File: src/rtl/cga_text_fetch.sv
// cga_text_fetch
//   Text-mode character fetch and pixel serialiser for a CGA-style display.
//   For each character cell it reads the character and attribute bytes from
//   VRAM, looks up the glyph row in a synchronous font ROM, and shifts the row
//   out as 4-bit IRGB pixels one cell later. The pixels include attribute
//   colours, blink or bright-background handling, and the cursor.
//
// Ports
//   clk, reset_n        system clock, synchronous active-low reset
//   dot_en              pixel shift enable (every clk 80-col, every 2nd 40-col)
//   char_start          one-clk pulse at the start of each character cell
//   ma, ra              CRTC word address / glyph row, sampled on char_start
//   disp_en_in          CRTC display enable, sampled on char_start
//   cursor_in           cursor active for the cell, sampled on char_start
//   blink_en            1: attr[7] selects blink, 0: attr[7] is background intensity
//   blink_phase         slow blink toggle
//   pixel_addr/read     VRAM read port (data returns combinationally)
//   pixel_data          VRAM read data
//   font_addr           font ROM address {char, ra}
//   font_data           font ROM data, one clk after font_addr
//   pix_color           IRGB pixel out
//   fetch_overrun       sticky flag: char_start arrived mid-fetch
//
// State | meaning
//   IDLE  | waiting for char_start
//   CHAR  | VRAM read of the character byte (even address)
//   ATTR  | VRAM read of the attribute byte (odd address)
//   FONT  | font ROM address presented
//   FWAIT | font data returns; fetch results move to staging

module cga_text_fetch #(
  parameter logic [18:0] BASE_ADDR = 19'h38000
) (
  input  logic        clk,
  input  logic        reset_n,
  input  logic        dot_en,
  input  logic        char_start,
  input  logic [12:0] ma,
  input  logic [2:0]  ra,
  input  logic        disp_en_in,
  input  logic        cursor_in,
  input  logic        blink_en,
  input  logic        blink_phase,
  output logic [18:0] pixel_addr,
  output logic        pixel_read,
  input  logic [7:0]  pixel_data,
  output logic [10:0] font_addr,
  input  logic [7:0]  font_data,
  output logic [3:0]  pix_color,
  output logic        fetch_overrun
);

  typedef enum logic [2:0] {
    IDLE  = 3'd0,
    CHAR  = 3'd1,
    ATTR  = 3'd2,
    FONT  = 3'd3,
    FWAIT = 3'd4
  } state_t;

  state_t state;
  state_t state_next;

  // fetch registers (current cell being fetched)
  logic [12:0] f_ma;
  logic [2:0]  f_ra;
  logic        f_de;
  logic        f_cursor;
  logic [7:0]  f_char;
  logic [7:0]  f_attr;

  // staging (last completed fetch)
  logic [7:0]  stg_font;
  logic [7:0]  stg_attr;
  logic        stg_de;
  logic        stg_cursor;

  // display registers (cell currently on screen)
  logic [7:0]  shifter;
  logic [7:0]  d_attr;
  logic        d_de;
  logic        d_cursor;

  logic [3:0]  fg_raw;
  logic [3:0]  fg;
  logic [3:0]  bg;
  logic        blink_off;

  // ---------------------------------------------------------------------
  // FSM: state register
  // ---------------------------------------------------------------------
  always_ff @(posedge clk) begin
    if (!reset_n) begin
      state <= IDLE;
    end else begin
      state <= state_next;
    end
  end

  // ---------------------------------------------------------------------
  // FSM: next state
  // A char_start in any state (re)starts the fetch in CHAR; outside IDLE
  // this aborts the in-flight fetch.
  // ---------------------------------------------------------------------
  always_comb begin
    state_next = state;
    case (state)
      IDLE:    state_next = IDLE;
      CHAR:    state_next = ATTR;
      ATTR:    state_next = FONT;
      FONT:    state_next = FWAIT;
      FWAIT:   state_next = IDLE;
      default: state_next = IDLE;
    endcase
    if (char_start) begin
      state_next = CHAR;
    end
  end

  // ---------------------------------------------------------------------
  // FSM: outputs
  // BASE_ADDR is combined by OR so the 13-bit word address wraps inside the
  // 16 KB page instead of carrying into higher address bits.
  // ---------------------------------------------------------------------
  always_comb begin
    pixel_read = 1'b0;
    pixel_addr = 19'd0;
    font_addr  = 11'd0;
    case (state)
      CHAR: begin
        pixel_read = 1'b1;
        pixel_addr = BASE_ADDR | {5'b0, f_ma, 1'b0};
      end
      ATTR: begin
        pixel_read = 1'b1;
        pixel_addr = BASE_ADDR | {5'b0, f_ma, 1'b1};
      end
      FONT: begin
        font_addr = {f_char, f_ra};
      end
      default: begin
        pixel_read = 1'b0;
      end
    endcase
  end

  // ---------------------------------------------------------------------
  // Fetch registers
  // ---------------------------------------------------------------------
  always_ff @(posedge clk) begin
    if (!reset_n) begin
      f_ma     <= 13'd0;
      f_ra     <= 3'd0;
      f_de     <= 1'b0;
      f_cursor <= 1'b0;
      f_char   <= 8'd0;
      f_attr   <= 8'd0;
    end else begin
      if (char_start) begin
        f_ma     <= ma;
        f_ra     <= ra;
        f_de     <= disp_en_in;
        f_cursor <= cursor_in;
      end
      // snow bytes (0xFF) are taken as-is
      if (state == CHAR) begin
        f_char <= pixel_data;
      end
      if (state == ATTR) begin
        f_attr <= pixel_data;
      end
    end
  end

  // ---------------------------------------------------------------------
  // Staging: written only when a fetch completes undisturbed. A char_start
  // on the FWAIT edge aborts the fetch, so staging keeps the previous cell.
  // ---------------------------------------------------------------------
  always_ff @(posedge clk) begin
    if (!reset_n) begin
      stg_font   <= 8'd0;
      stg_attr   <= 8'd0;
      stg_de     <= 1'b0;
      stg_cursor <= 1'b0;
    end else if ((state == FWAIT) && !char_start) begin
      stg_font   <= font_data;
      stg_attr   <= f_attr;
      stg_de     <= f_de;
      stg_cursor <= f_cursor;
    end
  end

  // ---------------------------------------------------------------------
  // Overrun flag (sticky until reset)
  // ---------------------------------------------------------------------
  always_ff @(posedge clk) begin
    if (!reset_n) begin
      fetch_overrun <= 1'b0;
    end else if (char_start && (state != IDLE)) begin
      fetch_overrun <= 1'b1;
    end
  end

  // ---------------------------------------------------------------------
  // Display registers and pixel shifter; char_start wins over dot_en.
  // ---------------------------------------------------------------------
  always_ff @(posedge clk) begin
    if (!reset_n) begin
      shifter  <= 8'd0;
      d_attr   <= 8'd0;
      d_de     <= 1'b0;
      d_cursor <= 1'b0;
    end else if (char_start) begin
      shifter  <= stg_font;
      d_attr   <= stg_attr;
      d_de     <= stg_de;
      d_cursor <= stg_cursor;
    end else if (dot_en) begin
      shifter  <= {shifter[6:0], 1'b0};
    end
  end

  // ---------------------------------------------------------------------
  // Pixel colour
  // ---------------------------------------------------------------------
  always_comb begin
    fg_raw    = d_attr[3:0];
    bg        = blink_en ? {1'b0, d_attr[6:4]} : d_attr[7:4];
    blink_off = blink_en & d_attr[7] & ~blink_phase;
    fg        = blink_off ? bg : fg_raw;
    if (!d_de) begin
      pix_color = 4'h0;
    end else if (d_cursor) begin
      pix_color = fg;
    end else if (shifter[7]) begin
      pix_color = fg;
    end else begin
      pix_color = bg;
    end
  end

endmodule

File: config.mk
export PLATFORM = sky130hd
export DESIGN_NAME = cga_text_fetch
export DESIGN_NICKNAME = d
export VERILOG_FILES = /design/src/rtl/cga_text_fetch.sv
export SDC_FILE = /design/constraint.sdc
export NUM_CORES = 1
export LEC_CHECK = 0
export ABC_AREA = 0
export ABC_CLOCK_PERIOD_IN_PS = 1700
export CORE_MARGIN = 8
export CORE_UTILIZATION = 51
export CTS_BUF_LIST = sky130_fd_sc_hd__clkbuf_4
export CTS_CLUSTER_SIZE = 40
export DETAILED_ROUTE_END_ITERATION = 16
export PLACE_DENSITY = 0.84
export SYNTH_ARGS = -nofsm -noshare
export SYNTH_HDL_FRONTEND = slang
export SYNTH_SLANG_ARGS = --single-unit
File: constraint.sdc
create_clock -name clk -period 1.7 [get_ports clk]
set_clock_uncertainty 0.1 [all_clocks]
set_input_delay 0.34 -clock clk [delete_from_list [all_inputs] [get_ports clk]]
set_output_delay 0.34 -clock clk [all_outputs]
set_load 0.05 [all_outputs]
Yosys cells after proc, flatten, opt, wreduce, memory -nomap -nowiden --
Cells that the tools add are included.
Word-level totals: bits in registers 74, input port bits 40, output and inout bits 36, word-level logic and storage cells 44
Cells by class: eq/ne operators 4, mux-type cells 12, bitwise logic cells 4, reduce and logical (&&, ||, !) cells 7
Operators with widths (number):
- 18-bit one-hot mux with 2 select lines | 1
- 4-bit 2-to-1 mux | 5
- 8-bit 2-to-1 mux | 2
- 11-bit 2-to-1 mux | 1
- 3-bit one-hot mux with 3 select lines | 1
- 3-bit by 2-bit equality test with 1-bit output (second input constant) | 2
- 2-bit OR reduction | 2
- 3-bit by 1-bit equality test with 1-bit output (second input constant) | 1
- 3-bit equality test (second input constant) | 1
- 3-bit nonzero test | 1
- 1-bit bitwise AND | 2
- 1-bit logical AND | 2
- 1-bit 2-to-1 mux | 2
- 1-bit inverter | 2
- 2-bit nonzero test | 1
- 1-bit zero test | 1

Depth between registers and ports, before layout --
depth in word-level cells 6, mapped depth 6

Worst setup path before layout --
No wires, ideal clock.
path kind reg2out, from register state[0], to output pixel_addr[10], arrival time 1.911 ns, required time 1.260 ns, setup slack -0.651 ns, stages on the path, launching flop included 6, path buffers 2, path through dfxtp_1 > clkbuf_2 > xnor2_1 > nor2_1 > clkbuf_1 > and2_1
Between the ends: longest elaborated chain between the ends 2, elaborated cells on any way between the ends 3, classes of those cells 2 x eq/ne; 1 x mux
Ends and longest elaborated chain:
- from (decl) | RTL line 61 | state_t state;
- from (signal assigned) | RTL line 96 | state <= state_next;
- 3-bit by 2-bit equality test with 1-bit output / 3-bit by 1-bit equality test with 1-bit output (equally long branches) | RTL line 129 | case (state)
- 18-bit one-hot mux with 2 select lines * | RTL line 129
- to (decl) | RTL line 44 | output logic [18:0] pixel_addr,
Mark *: on every way between the ends. The rest lies on a longest branch, timed or not.

Final worst setup path --
from register d_attr[7], to output pix_color[2]
Between the ends: longest elaborated chain between the ends 6
Ends and longest elaborated chain:
- from (decl) | RTL line 80 | logic [7:0] d_attr;
- from (signal assigned) | RTL line 215 | d_attr <= stg_attr;
- 1-bit bitwise AND * (2 in a row) | RTL line 229 | blink_off = blink_en & d_attr[7] & ~blink_phase;
- 4-bit 2-to-1 mux * | RTL line 230 | fg = blink_off ? bg : fg_raw;
- 4-bit 2-to-1 mux | RTL line 235 | end else if (shifter[7]) begin
- 4-bit 2-to-1 mux * | RTL line 233 | end else if (d_cursor) begin
- 4-bit 2-to-1 mux * | RTL line 231 | if (!d_de) begin
- to (decl) | RTL line 49 | output logic [3:0] pix_color,
Marked as above.

==> results <==
## cell families after synthesis
kind of cell	after synthesis	share of synthesized area, %
AOI/OAI and AO/OA	31	6.63
xor gates and xnor gates	1	0.275
buffers and inverters	30	5.37
DFF	74	46.4
muxes	54	16.9
other	1	0.118
and+or+nand+nor	138	24.2
## repair_timing
action | 4_1_cts | 5_1_grt
setup buffers | 15 | 3
gates cloned | 2 | 2
setup endpoints to repair | 33 | 44
hold endpoints to repair | 0 | 0
pin swaps | 20 | 20
resized for setup | 44 | 4
hold buffers | 0 | 0
## critical path, stage by stage, from the launching register on
cell	delay, ns
dfxtp_2	0.34
and3b_2	0.22
nor2_4	0.23
mux2i_4	0.30
buf_12	0.16
## worst max-delay path by stage
stage / startpoint / endpoint / slack (ns) / cells after the start
6_report: d_attr[7]$_SDFFE_PN0P_ / pix_color[2] / -0.39 / 4
5_1_grt: d_attr[7]$_SDFFE_PN0P_ / pix_color[1] / -0.47 / 4
4_1_cts: d_attr[7]$_SDFFE_PN0P_ / pix_color[2] / -0.42 / 4
3_5_place_dp: blink_phase / pix_color[2] / -0.46 / 5
3_3_place_gp: blink_phase / pix_color[2] / -0.46 / 5
2_1_floorplan: blink_phase / pix_color[0] / 0.007 / 3
## layout make-up
type | count | area (um^2)
clock inverters | 6 | 115
clock buffers | 10 | 75.1
flip-flops and latches | 74 | 1500
well taps | 77 | 96.3
fillers | 377 | 1320
repair buffers | 104 | 1350
multi-input cells | 229 | 1750
## registers in the layout, indices dropped and copies added (netlist names), 3 cells and up
register / cells
f_attr: 8
d_attr: 8
f_ma: 13
shifter: 8
stg_font: 8
f_char: 8
f_ra: 3
stg_attr: 8
state: 3
## metal layers
metal	vias to the layer above	part of all wire [%]	GRT usage, %
met5	-	0	0
met4	0	1.1	6.37
met3	10	4.6	4.41
met2	62	51	31.7
met1	1261	44	21.7
li1	1264	-	-
## metrics by stage
step | cells | util [%] | hold WS, ns
after floorplan | 330 | - | 0.330
after global placement | 465 | 71.5 | 0.341
after detailed placement | 465 | 71.5 | 0.348
after CTS | 498 | 78.8 | 0.230
after global routing | 500 | 78.7 | 0.253
final | 500 | 78.7 | 0.242
## layout by cell type, fill, tap and decap left out, drive strengths merged, types with 4 or more instances in the layout
master / count
and2: 31
dfxtp: 74
buf: 67
and3b: 4
o21ai: 8
clkdlybuf4s50: 35
mux2i: 54
nor2b: 45
a21boi: 18
clkbuf: 10
nand2: 49
## where the power goes
part           total [uW]  switching [uW]  internal, uW  leakage [uW]
Clock                1390             623           766     0.0000968
Combinational         593             270           323       0.00120
Sequential           1810            29.9          1780      0.000605
==> impl_metrics.ini <==
[hold_path]
min-delay-start = reset_n
whs_path_depth = 2
holdCritPathClass = in -> reg
hold_end = state[0]$_SDFF_PN0_

[worst_setup_path]
regToRegStartpoint = state[0]$_SDFF_PN0_
required_ns = 1.26
rrSetupSlack_ns = 0.04
crit_fanout = 3
path_class = reg -> out
start_kind = register
r2r_cells = 5
rr_endpoint = stg_de$_SDFFE_PN0P_
worstPathArrival_ns = 1.65
worstSetupEndpointType = primary output

[clocking]
cts_tree = built
h-tree-depth = 3
numCtsBuffers = 9
clock_sinks = 74
clk_latency_ns = 0.42
cts-root-buf = clkbuf_4
clkTransAtPathRegs_ns = 0.12
cts_buffer_depth = 2

[layout]
layout.nets = 458
diodes = 0
design_area_mm2 = 0.00489
layout-drive-gt1-share_pct = 30.7
syn2layout_area_growth_pct = 53.2

[logic_synthesis]
synth_area_leaders = dfxtp_1 46%, mux2i_1 17%, nor2b_1 8.8%
synth_edf_count = 0
syn_inst = 329
yosys_warnings = 0
synth_area_leader_cell = dfxtp_1
netlist_area_mm2 = 0.00319
avgSynthCellArea_um2 = 9.69
synth-main-ff-cell = dfxtp_1
ys_seq_area_share_pct = 46.4
synthArstFlopShare_pct = 0
ys_types = 26
ys_top_cells_by_count = 74 x dfxtp_1, 54 x mux2i_1, 49 x nand2_1
ys_seq_elements = 74
synth_top_area_share_pct = 46.4
synth.most_common_cell = dfxtp_1

[floorplan]
rows = 29
die_area_mm2 = 0.00904
top_level_ports = 76
die_h_um = 95.1
fp.dieW_um = 95.1
coreArea_mm2 = 0.00620
start_util_pct = 51.4

[placement]
dpl.hpwl_um = 5270
place_ws_ns = -0.461
placed_cell_area_mm2 = 0.00444
numPortBuffers = 73
gp_congestion = 0.723

[timing]
fin_crit_sh_pct = 123
fmax_mhz = 478
finalCriticalPeriod_ns = 2.09
rsz0062_at_grt = true
maxSlewViolCount = 0
fin_tns_setup_ns = -9.21
final.setup.worst_slack_ns = -0.391
setup-violations-final = 33
hold_viol = 0

[outcome]
violations = setup timing
status = finished with violations

[drt]
drt-pass1-iter-count = 4
drt_iter0_markers = 136
wl_um = 8330
via_per_inst = 5.19
vias = 2597
drc = 0
ant_nets = 0
wl_per_cell_um = 16.7

[global_routing]
gr-total-overflow = 0
antenna_found_initial = 0
grt_max_degree = 37
grt_pass1_vias = 2633
grt_pass1_wl_um = 12900
track_usage_pct = 18.3

[power_and_ir_drop]
power.density_mw_per_mm2 = 775
p_total_uw = 3790
peakVddDrop_mv = 0.715
p_leak_uw = 0.00190

[flow_run]
maxCapViolations = 0
Note: power is estimated with default switching activity, not from simulation.
